$ cat config.mk
export PLATFORM = sky130hd
export DESIGN_NAME = nonce_result_scan
export DESIGN_NICKNAME = d
export VERILOG_FILES = /design/src/rtl/bitcoin_pkg.sv /design/src/rtl/scan_accumulator.sv /design/src/rtl/nonce_result_scan.sv
export SDC_FILE = /design/constraint.sdc
export NUM_CORES = 1
export LEC_CHECK = 0
export CAP_MARGIN = 15
export CORE_AREA = 2 2 131 133
export CTS_CLUSTER_SIZE = 10
export DETAILED_ROUTE_END_ITERATION = 6
export DIE_AREA = 0 0 133 135
export PLACE_DENSITY = 0.85
export SKIP_CTS_REPAIR_TIMING = 1
export SYNTH_ARGS = -nofsm -noshare
export SYNTH_HDL_FRONTEND = slang
export SYNTH_HIERARCHICAL = 1
export SYNTH_SLANG_ARGS = --single-unit
$ cat constraint.sdc
create_clock -name clk -period 5.85 [get_ports clk]
set_input_delay 0.585 -clock clk [delete_from_list [all_inputs] [get_ports clk]]
set_output_delay 0.585 -clock clk [all_outputs]
set_load 0.01 [all_outputs]
$ cat src/rtl/bitcoin_pkg.sv
// Shared types and constants for the Bitcoin hash top and its downstream stages.
package bitcoin_pkg;

  localparam int unsigned NUM_NONCES_DEFAULT = 16;
  localparam int unsigned WORD_W             = 32;
  localparam int unsigned ADDR_W             = 16;

  typedef logic [WORD_W-1:0] word_t;

  typedef enum logic {
    IDLE = 1'b0,
    SCAN = 1'b1
  } state_e;

  localparam word_t H0_INIT_BEST = 32'hFFFF_FFFF;

endpackage : bitcoin_pkg

$ cat src/rtl/scan_accumulator.sv
// Per-capture target compare and running minimum over the scanned H0 words.
module scan_accumulator
  import bitcoin_pkg::*;
#(
  parameter int unsigned NUM_NONCES = NUM_NONCES_DEFAULT,
  parameter int unsigned NONCE_W    = 8
) (
  input  logic                  clk,
  input  logic                  reset_n,
  input  logic                  clear_i,
  input  logic                  cap_valid_i,
  input  logic [NONCE_W-1:0]    idx_i,
  input  word_t                 word_i,
  input  word_t                 target_i,
  output logic                  found_o,
  output logic [NUM_NONCES-1:0] match_mask_o,
  output logic [NONCE_W-1:0]    match_count_o,
  output logic [NONCE_W-1:0]    best_nonce_o,
  output word_t                 best_hash_o
);

  logic                  found_q, found_d;
  logic [NUM_NONCES-1:0] mask_q, mask_d;
  logic [NONCE_W-1:0]    count_q, count_d;
  logic [NONCE_W-1:0]    nonce_q, nonce_d;
  word_t                 best_q, best_d;

  always_ff @(posedge clk or negedge reset_n) begin
    if (!reset_n) begin
      found_q <= 1'b0;
      mask_q  <= '0;
      count_q <= '0;
      nonce_q <= '0;
      best_q  <= H0_INIT_BEST;
    end else begin
      found_q <= found_d;
      mask_q  <= mask_d;
      count_q <= count_d;
      nonce_q <= nonce_d;
      best_q  <= best_d;
    end
  end

  // Strict less-than on the minimum keeps the lowest nonce on ties.
  always_comb begin
    found_d = found_q;
    mask_d  = mask_q;
    count_d = count_q;
    nonce_d = nonce_q;
    best_d  = best_q;
    if (clear_i) begin
      found_d = 1'b0;
      mask_d  = '0;
      count_d = '0;
      nonce_d = '0;
      best_d  = H0_INIT_BEST;
    end else if (cap_valid_i) begin
      if (word_i < target_i) begin
        found_d = 1'b1;
        mask_d  = mask_q | (NUM_NONCES'(1) << idx_i);
        count_d = count_q + NONCE_W'(1);
      end
      if (word_i < best_q) begin
        best_d  = word_i;
        nonce_d = idx_i;
      end
    end
  end

  assign found_o       = found_q;
  assign match_mask_o  = mask_q;
  assign match_count_o = count_q;
  assign best_nonce_o  = nonce_q;
  assign best_hash_o   = best_q;

endmodule : scan_accumulator

$ cat src/rtl/nonce_result_scan.sv
// Reads back NUM_NONCES H0 result words over the shared memory port and
// reports target matches plus the minimum word and its nonce.
module nonce_result_scan
  import bitcoin_pkg::*;
#(
  parameter int unsigned NUM_NONCES = NUM_NONCES_DEFAULT,
  parameter int unsigned NONCE_W    = 8
) (
  input  logic                  clk,
  input  logic                  reset_n,
  input  logic                  start,
  input  logic [ADDR_W-1:0]     result_addr,
  input  word_t                 target,
  output logic                  done,
  output logic                  mem_clk,
  output logic                  mem_we,
  output logic [ADDR_W-1:0]     mem_addr,
  output word_t                 mem_write_data,
  input  word_t                 mem_read_data,
  output logic                  found,
  output logic [NUM_NONCES-1:0] match_mask,
  output logic [NONCE_W-1:0]    match_count,
  output logic [NONCE_W-1:0]    best_nonce,
  output word_t                 best_hash
);

  state_e              state_q, state_d;
  logic [NONCE_W-1:0]  issue_q, issue_d;
  logic [NONCE_W-1:0]  cap_q, cap_d;
  logic                armed_q, armed_d;
  logic [ADDR_W-1:0]   addr_q, addr_d;
  logic [ADDR_W-1:0]   base_q, base_d;
  word_t               target_q, target_d;
  logic                clear;
  logic                cap_valid;

  always_ff @(posedge clk or negedge reset_n) begin
    if (!reset_n) begin
      state_q  <= IDLE;
      issue_q  <= '0;
      cap_q    <= '0;
      armed_q  <= 1'b0;
      addr_q   <= '0;
      base_q   <= '0;
      target_q <= '0;
    end else begin
      state_q  <= state_d;
      issue_q  <= issue_d;
      cap_q    <= cap_d;
      armed_q  <= armed_d;
      addr_q   <= addr_d;
      base_q   <= base_d;
      target_q <= target_d;
    end
  end

  // armed_q marks that the first read is two edges deep and data is valid.
  always_comb begin
    state_d   = state_q;
    issue_d   = issue_q;
    cap_d     = cap_q;
    armed_d   = armed_q;
    addr_d    = addr_q;
    base_d    = base_q;
    target_d  = target_q;
    clear     = 1'b0;
    cap_valid = 1'b0;
    unique case (state_q)
      IDLE: begin
        if (start) begin
          addr_d   = result_addr;
          base_d   = result_addr;
          issue_d  = NONCE_W'(1);
          cap_d    = '0;
          armed_d  = 1'b0;
          target_d = target;
          clear    = 1'b1;
          state_d  = SCAN;
        end
      end
      SCAN: begin
        if (issue_q < NONCE_W'(NUM_NONCES)) begin
          addr_d  = base_q + ADDR_W'(issue_q);
          issue_d = issue_q + NONCE_W'(1);
        end
        if (armed_q) begin
          cap_valid = 1'b1;
          cap_d     = cap_q + NONCE_W'(1);
          if (cap_q == NONCE_W'(NUM_NONCES - 1)) begin
            state_d = IDLE;
            armed_d = 1'b0;
          end
        end else begin
          armed_d = 1'b1;
        end
      end
      default: state_d = IDLE;
    endcase
  end

  scan_accumulator #(
    .NUM_NONCES (NUM_NONCES),
    .NONCE_W    (NONCE_W)
  ) u_acc (
    .clk           (clk),
    .reset_n       (reset_n),
    .clear_i       (clear),
    .cap_valid_i   (cap_valid),
    .idx_i         (cap_q),
    .word_i        (mem_read_data),
    .target_i      (target_q),
    .found_o       (found),
    .match_mask_o  (match_mask),
    .match_count_o (match_count),
    .best_nonce_o  (best_nonce),
    .best_hash_o   (best_hash)
  );

  assign done           = (state_q == IDLE);
  assign mem_clk        = clk;
  assign mem_we         = 1'b0;
  assign mem_addr       = addr_q;
  assign mem_write_data = '0;

endmodule : nonce_result_scan

# [Word level (Yosys, flattened, before mapping)]
# Cells that the tools add are included.
[classes] order_cmp=3 n_bitwise=2 mux=33 eq_ne=4 n_addsub=4 reduce_logical=8 shifts=1
[op_table] cell="$mux 32" count=3
[op_table] cell="$mux 16" count=5
[op_table] cell="$mux 8" count=10
[op_table] cell="$lt 32x32->1" count=2
[op_table] cell="$pmux 16 s2" count=1
[op_table] cell="$pmux 8 s2" count=2
[op_table] cell="$add 8x1->8 const B" count=3
[op_table] cell="$add 16x8->16" count=1
[op_table] cell="$or 16x16->16" count=1
[op_table] cell="$shl 1x8->16 const A" count=1
[op_table] cell="$mux 1" count=10
[op_table] cell="$reduce_and 2->1" count=5
[op_table] cell="$eq 8x4->1 const B" count=1
[op_table] cell="$lt 8x5->1 const B" count=1
[op_table] cell="$reduce_bool 2->1" count=3
[op_table] cell="$ne 2x1->1 const B" count=2
[op_table] cell="$pmux 1 s2" count=2
[op_table] cell="$ne 2x2->1 const B" count=1
[op_table] cell="$not 1->1" count=1
[word_totals] elab_cells=67 ff_bits=147 out_inout_bits=116 in_bits=83

# [Depth between registers and ports, before layout]
# Gate-level depths: netlist (run 1).
[logic_depth] word_depth=5 mapped_depth=11 depth_no_buf=8

# [Modules after synthesis]
# Netlist (run 1), hierarchy kept.
[by_module_without_submodules] mod="scan_accumulator" area_each_um2=4808.4 instances=1 cells_each=510
[by_module_without_submodules] mod="nonce_result_scan" area_each_um2=4077.7 instances=1 cells_each=464

==> key figures, run 1 <==
Finish
  – Diode count: 0
  – Share of cells above drive strength 1: 0.114
  – Area Overhead vs Synth: 25.6%
  – Fill cells: approximately 1300
  – Register area: around 3700 sq um
  – Area occupied by multi-input gates: ~4400 sq um
  – Final nets: approximately 1300

Routing
  – DR iter-0 viols: ~700
  – DR DRC count: 1
  – Drt first pass iters: 7
  – Vias: approximately 7600
  – DR vias/cell: around 5.6
  – Per-cell routed wire length: 17.1 microns
  – Final WL: around 23000 microns
  – Post-route ant nets: 0

Critical path
  – Worst r2r src: state_q
  – CP top delay family: buffers and inverters
  – Setup Crit Path Kind: clock port to output port
  – Crit-path slowest cell: clkdlybuf4s50_1
  – CP max stage delay: ~460 ps
  – Critical-path cell list: clkbuf_16 -> clkbuf_16 -> clkdlybuf4s50_1
  – CP arrival: ~3600 ps
  – Startpoint Class: clock port
  – R2R Setup Slk: between 2000 and 3000 ps
  – R2R Path End: u_acc/match_mask_o[7]
  – Critical path's most frequent cell: clkbuf_16
  – CP Max Fanout: 2
  – Worst endpoint required time: ~5300 ps
  – Critical path buffers and inverters: 3
  – FF-to-FF path depth: 7
  – Worst Setup End Kind: output port

Outcome
  – Status: finished with violations
  – Failing checks: DRC

GRT
  – Initial antenna violation count: 2
  – Total GRT Usage: 0.264
  – Largest net degree at the start of global routing: 80
  – GR Overflow Total: 0
  – Vias in the first global route: roughly 7500
  – Global-route wire length before repair: ~38000 microns

Floorplanning
  – Core Rows: 47
  – Die footprint: roughly 18000 sq um
  – CORE AREA: between 15000 and 20000 sq um
  – I/O pin total: ~200
  – Chip width: ~130 microns
  – Die height: approximately 140 microns
  – Initial Util: 0.542

Synth
  – Synth Flop Type: dfrtp_1
  – #FFs+latches synth: about 150
  – Post-synth EDFFs: 0
  – Synth Instances: a little under 1000
  – Cell area after synthesis: 8890 sq um
  – Avg Inst Size Synth: 9.12 sq um
  – Seq/Total Area, Yosys: 0.418
  – Asr flop ratio synth: 1.00
  – Synth cell types: 73
  – Yosys warning total: 6

Timing
  – Final setup skew: 10.3 ps
  – Final hold vios: 0
  – Unrepaired setup endpoints after global routing: no
  – Post-Route Setup TNS: 0 ps
  – WHS: ~62 ps
  – Slew margin rel.: 0.285
  – Least-Margin Pin Slew: ~1100 ps
  – Slew Limit Fails: 0
  – Final setup violation count: 0

CTS
  – CTS tree: done
  – Worst skew pair latency: ~540 ps
  – Worst-path clk slew: approximately 50 ps

Hold path
  – Worst hold path class: primary input to asynchronous set/reset pin

Placement
  – GP Congestion: approximately 0.92
  – HPWL Detailed: ~16000 microns
  – I/O Buffers: 165

Power
  – Worst vdd ir: 286 uV
  – Leakage: about 5.2 nW
  – PD cells: 344 nW/um^2

Run
  – Max-cap violations: 0
[cell usage in the layout (no fill, tap or decap), types with 4 or more instances in the layout]
cell and instances:
a21o_1 6, clkbuf_16 20, mux2i_1 10, o21a_1 4
nand2_1 193, a22o_1 7, o211ai_1 5, o211ai_2 30
or3_1 6, a211oi_1 6, buf_4 6, a21boi_0 4
o21ai_1 4, inv_1 104, a21oi_1 42, nand3_1 32
dfstp_2 32, ha_1 73, or4_1 4, clkinv_2 6
nor3_1 16, dfrtp_1 115, or3b_2 7, a32o_1 4
o21ai_0 70, conb_1 33, clkdlybuf4s50_1 164, nor2_1 27
nand2b_1 7, nand4_1 14, and3_1 10
[Yosys cell counts (10+ instances only)]
master / instances / area (sq um)
nor3_1: 16 / 80.1
nand2_1: 194 / 728
nand3_1: 32 / 160
nand4_1: 14 / 87.6
nor2_1: 27 / 101
mux2i_1: 10 / 100
and3_1: 10 / 62.6
buf_4: 37 / 278
dfstp_2: 32 / 841
clkbuf_1: 24 / 90.1
dfrtp_1: 115 / 2880
inv_1: 105 / 394
a21oi_1: 42 / 210
ha_1: 73 / 913
o211ai_2: 30 / 375
o21ai_0: 70 / 350
[metal layers]
metal	share of wire	GRT usage	up-vias	wire length, microns
met5	0.00056	0	-	13
li1	-	-	3596	-
met3	0.075	0.0668	45	1750
met1	0.44	0.348	3541	10100
met4	0.019	0.0998	2	433
met2	0.47	0.422	366	10900
[per-stage QoR]
step	setup slack (ps)	instance area [sq um]	util	std cells	total power, mW
after detailed placement	1890	10500	0.640	1322	2.63
after global routing	1620	11200	0.680	1356	4.03
after floorplan	2220	9010	-	1006	2.13
after global placement	1890	10500	0.640	1322	2.58
after CTS	1620	11200	0.680	1356	3.85
final	1630	11200	0.680	1356	3.84
[flip-flops by register name, indices dropped and copies added, names as in the netlist, 8 cells and up]
name,flops
mem_addr,16
base_q,16
target_q,32
cap_q,8
u_acc/best_nonce_o,8
u_acc/match_mask_o,16
u_acc/best_hash_o,32
u_acc/match_count_o,8
issue_q,8
[worst register-to-register path, stage by stage (launching register included)]
cell and delay, ps:
dfrtp_1 610, inv_1 460, nand2_2 100, inv_2 690, inv_2 550, nand3_1 270, nor3b_1 80, a32o_1 270
[area by class of cell]
cell class / count / area share
timing repair buffer: 170 / 0.151
multi-input combinational: 678 / 0.395
tap: 220 / 0.0247
clock buffer: 24 / 0.0477
sequential: 147 / 0.333
clock inverter: 11 / 0.0122
inverter: 106 / 0.0357
[logic make-up (layout without fill, tap and decap cells)]
group	count (synthesis)	in the layout	share of synthesized area
flops	147	147	0.418
mux	14	14	0.0168
xor+xnor	6	6	0.00591
buf+inv	181	311	0.100
fa+ha+maj	74	74	0.105
simple gates	338	338	0.179
other cells	1	33	0.000422
compound gates	213	213	0.174
[power breakdown]
group          switching [mW]  internal [mW]  leakage (nW)  total [mW]
combinational           0.638          0.594          3.07        1.23
sequential              0.143           1.26          1.83        1.40
clock                   0.436          0.773         0.330        1.21
total                    1.22           2.62          5.23        3.84
[worst max-delay path by stage]
| stage | depth (start not counted) | slack [ps] | end | start |
|---|---|---|---|---|
| 2_1_floorplan | 1 | 2220 | mem_clk | clk |
| 3_3_place_gp | 1 | 1890 | mem_clk | clk |
| 3_5_place_dp | 1 | 1890 | mem_clk | clk |
| 4_1_cts | 3 | 1620 | mem_clk | clk |
| 5_1_grt | 3 | 1620 | mem_clk | clk |
| 6_report | 3 | 1630 | mem_clk | clk |
Note: power is estimated with default switching activity, not from simulation.
==> run 2, diff against run 1 <==
- CORE_AREA: 2 2 131 133 -> 2 2 135 137
- DIE_AREA: 0 0 133 135 -> 0 0 137 139
- PLACE_DENSITY: 0.85 -> 0.8
- clock period: 5.85 -> 4.05 ns (I/O delays scaled with it)
==> key figures, run 2 (synthesized netlist as in run 1, its figures left out) <==
Routing
  – Final WL: 21800 microns (was 23200 microns)
  – DR iter-0 viols: 366 (was 711)
  – Per-cell routed wire length: 16.0 microns (was 17.1 microns)
  – Drt first pass iters: 5 (was 7)
  – Vias: 7359 (was 7550)
  – DR vias/cell: 5.38 (was 5.57)
  – DR DRC count: 0 (was 1)
  – Post-route ant nets: 0 (unchanged)

CTS
  – Worst skew pair latency: 540 ps (about the same)
  – Worst-path clk slew: 60 ps (was 50 ps)
  – CTS tree: done (unchanged)

Timing
  – Slew Limit Fails: 0 (unchanged)
  – Final setup violation count: 0 (unchanged)
  – Post-Route Setup TNS: 0 ps (unchanged)
  – Slew margin rel.: 0.269 (was 0.285)
  – Final setup skew: 8.83 ps (was 10.3 ps)
  – WHS: -60.4 ps (was 62.3 ps)
  – Unrepaired setup endpoints after global routing: no (unchanged)
  – Final hold vios: 15 (was 0)
  – Least-Margin Pin Slew: 1100 ps (was 1070 ps)

GRT
  – Vias in the first global route: 7197 (was 7513)
  – GR Overflow Total: 0 (unchanged)
  – Largest net degree at the start of global routing: 98 (was 80)
  – Grt peak-use layer: met2 (unchanged)
  – Total GRT Usage: 0.238 (was 0.264)
  – Met3 demand-to-capacity share in global routing: 0.0486 (was 0.0668)
  – Global-route wire length before repair: 35700 microns (was 37600 microns)
  – Met2 Use GR: 0.372 (was 0.422)
  – Initial antenna violation count: 2 (unchanged)
  – M1 GR Usage: 0.318 (was 0.348)

Critical path
  – Critical path's most frequent cell: clkbuf_16 (unchanged)
  – Startpoint Class: clock port (unchanged)
  – Worst Setup End Kind: output port (unchanged)
  – CP Max Fanout: 2 (unchanged)
  – Worst endpoint required time: 3640 ps (was 5270 ps)
  – Critical-path cell list: clkbuf_16 -> clkbuf_16 -> clkdlybuf4s50_1 (unchanged)
  – CP arrival: 2730 ps (was 3630 ps)
  – R2R Setup Slk: 1120 ps (was 2720 ps)
  – Crit-path slowest cell: clkdlybuf4s50_1 (unchanged)
  – Setup Crit Path Kind: clock port to output port (unchanged)
  – CP max stage delay: 460 ps (about the same)

Run
  – Max-cap violations: 0 (unchanged)

Finish
  – Commonest non-fill, non-tap cell in the layout: nand2_1 (unchanged)
  – Final instance area: 11200 sq um (about the same)
  – Share of cells above drive strength 1: 0.119 (was 0.114)
  – Diode count: 0 (unchanged)
  – Area Overhead vs Synth: 25.6% (about the same)
  – Final nets: 1283 (was 1281)
  – Leading cell types in the layout, fill and taps excluded: nand2_1 (193), clkdlybuf4s50_1 (164), dfrtp_1 (115) (unchanged)
  – Fill cells: 1476 (was 1258)

Placement
  – HPWL Detailed: 15500 microns (was 16000 microns)
  – I/O Buffers: 165 (unchanged)
  – DP Area: 10500 sq um (about the same)
  – GP Congestion: 0.910 (was 0.918)

Floorplanning
  – Core Rows: 49 (was 47)
  – Die height: 139 microns (was 135 microns)
  – Chip width: 137 microns (was 133 microns)
  – I/O pin total: 199 (unchanged)
  – CORE AREA: 17700 sq um (was 16400 sq um)
  – Initial Util: 0.503 (was 0.542)
  – Die footprint: 19000 sq um (was 18000 sq um)

Power
  – Worst vdd ir: 384 uV (was 286 uV)
  – Leakage: 5.22 nW (was 5.23 nW)
  – PD cells: 484 nW/um^2 (was 344 nW/um^2)

Outcome
  – Failing checks: hold timing (was DRC)
  – Status: finished with violations (unchanged)

Hold path
  – Worst hold path class: primary input to asynchronous set/reset pin (unchanged)
[run 2: layer usage]
metal	vias up	routed length (microns)
met2	251	10200
met4	2	515
met1	3475	9820
li1	3593	-
met5	-	13
met3	38	1280
[run 2: final timing paths]
| check | startpoint | endpoint | depth (start not counted) |
|---|---|---|---|
| max | clk | mem_clk | 3 |
| max in group asynchronous | reset_n | u_acc/best_hash_o[12] | 2 |
| max reg2reg | u_acc/best_hash_o[12] | u_acc/best_hash_o[26] | 9 |
| min | reset_n | target_q[5] | 1 |
| min in group clk | target[9] | target_q[9] | 3 |
| min reg2reg | target_q[6] | target_q[6] | 2 |
[run 2: final cells by class]
cell class | instances | area, sq um | area share
clock buffers | 24 | 552 | 0.0494
multi-input cells | 678 | 4410 | 0.395
inverters | 106 | 398 | 0.0356
flip-flops and latches | 147 | 3720 | 0.333
well taps | 229 | 287 | 0.0257
repair buffers | 172 | 1720 | 0.154
clock inverters | 12 | 81.3 | 0.00729
[run 2: critical path: cells and delay by family]
kind	cells	cell delay, ps
buffers and inverters	3	710
[run 2: where the power goes]
| group | internal, mW | leakage, nW | total (mW) | switching, mW |
|---|---|---|---|---|
| Combinational | 0.884 | 3.09 | 1.78 | 0.895 |
| Clock | 0.972 | 0.305 | 1.63 | 0.655 |
| Sequential | 1.81 | 1.83 | 2.00 | 0.188 |
| Total | 3.67 | 5.22 | 5.40 | 1.74 |
[run 2: per-stage QoR]
stage / utilization / setup WS, ps / hold WS [ps] / total power, mW / instances
final: 0.632 / 911 / -60.4 / 5.40 / 1368
after global placement: 0.597 / 780 / 459 / 3.75 / 1333
after detailed placement: 0.597 / 737 / 463 / 3.82 / 1333
after CTS: 0.632 / 903 / 14.0 / 5.44 / 1368
after global routing: 0.632 / 903 / 31.9 / 5.72 / 1368
after floorplan: - / 1500 / 109 / 3.07 / 1006
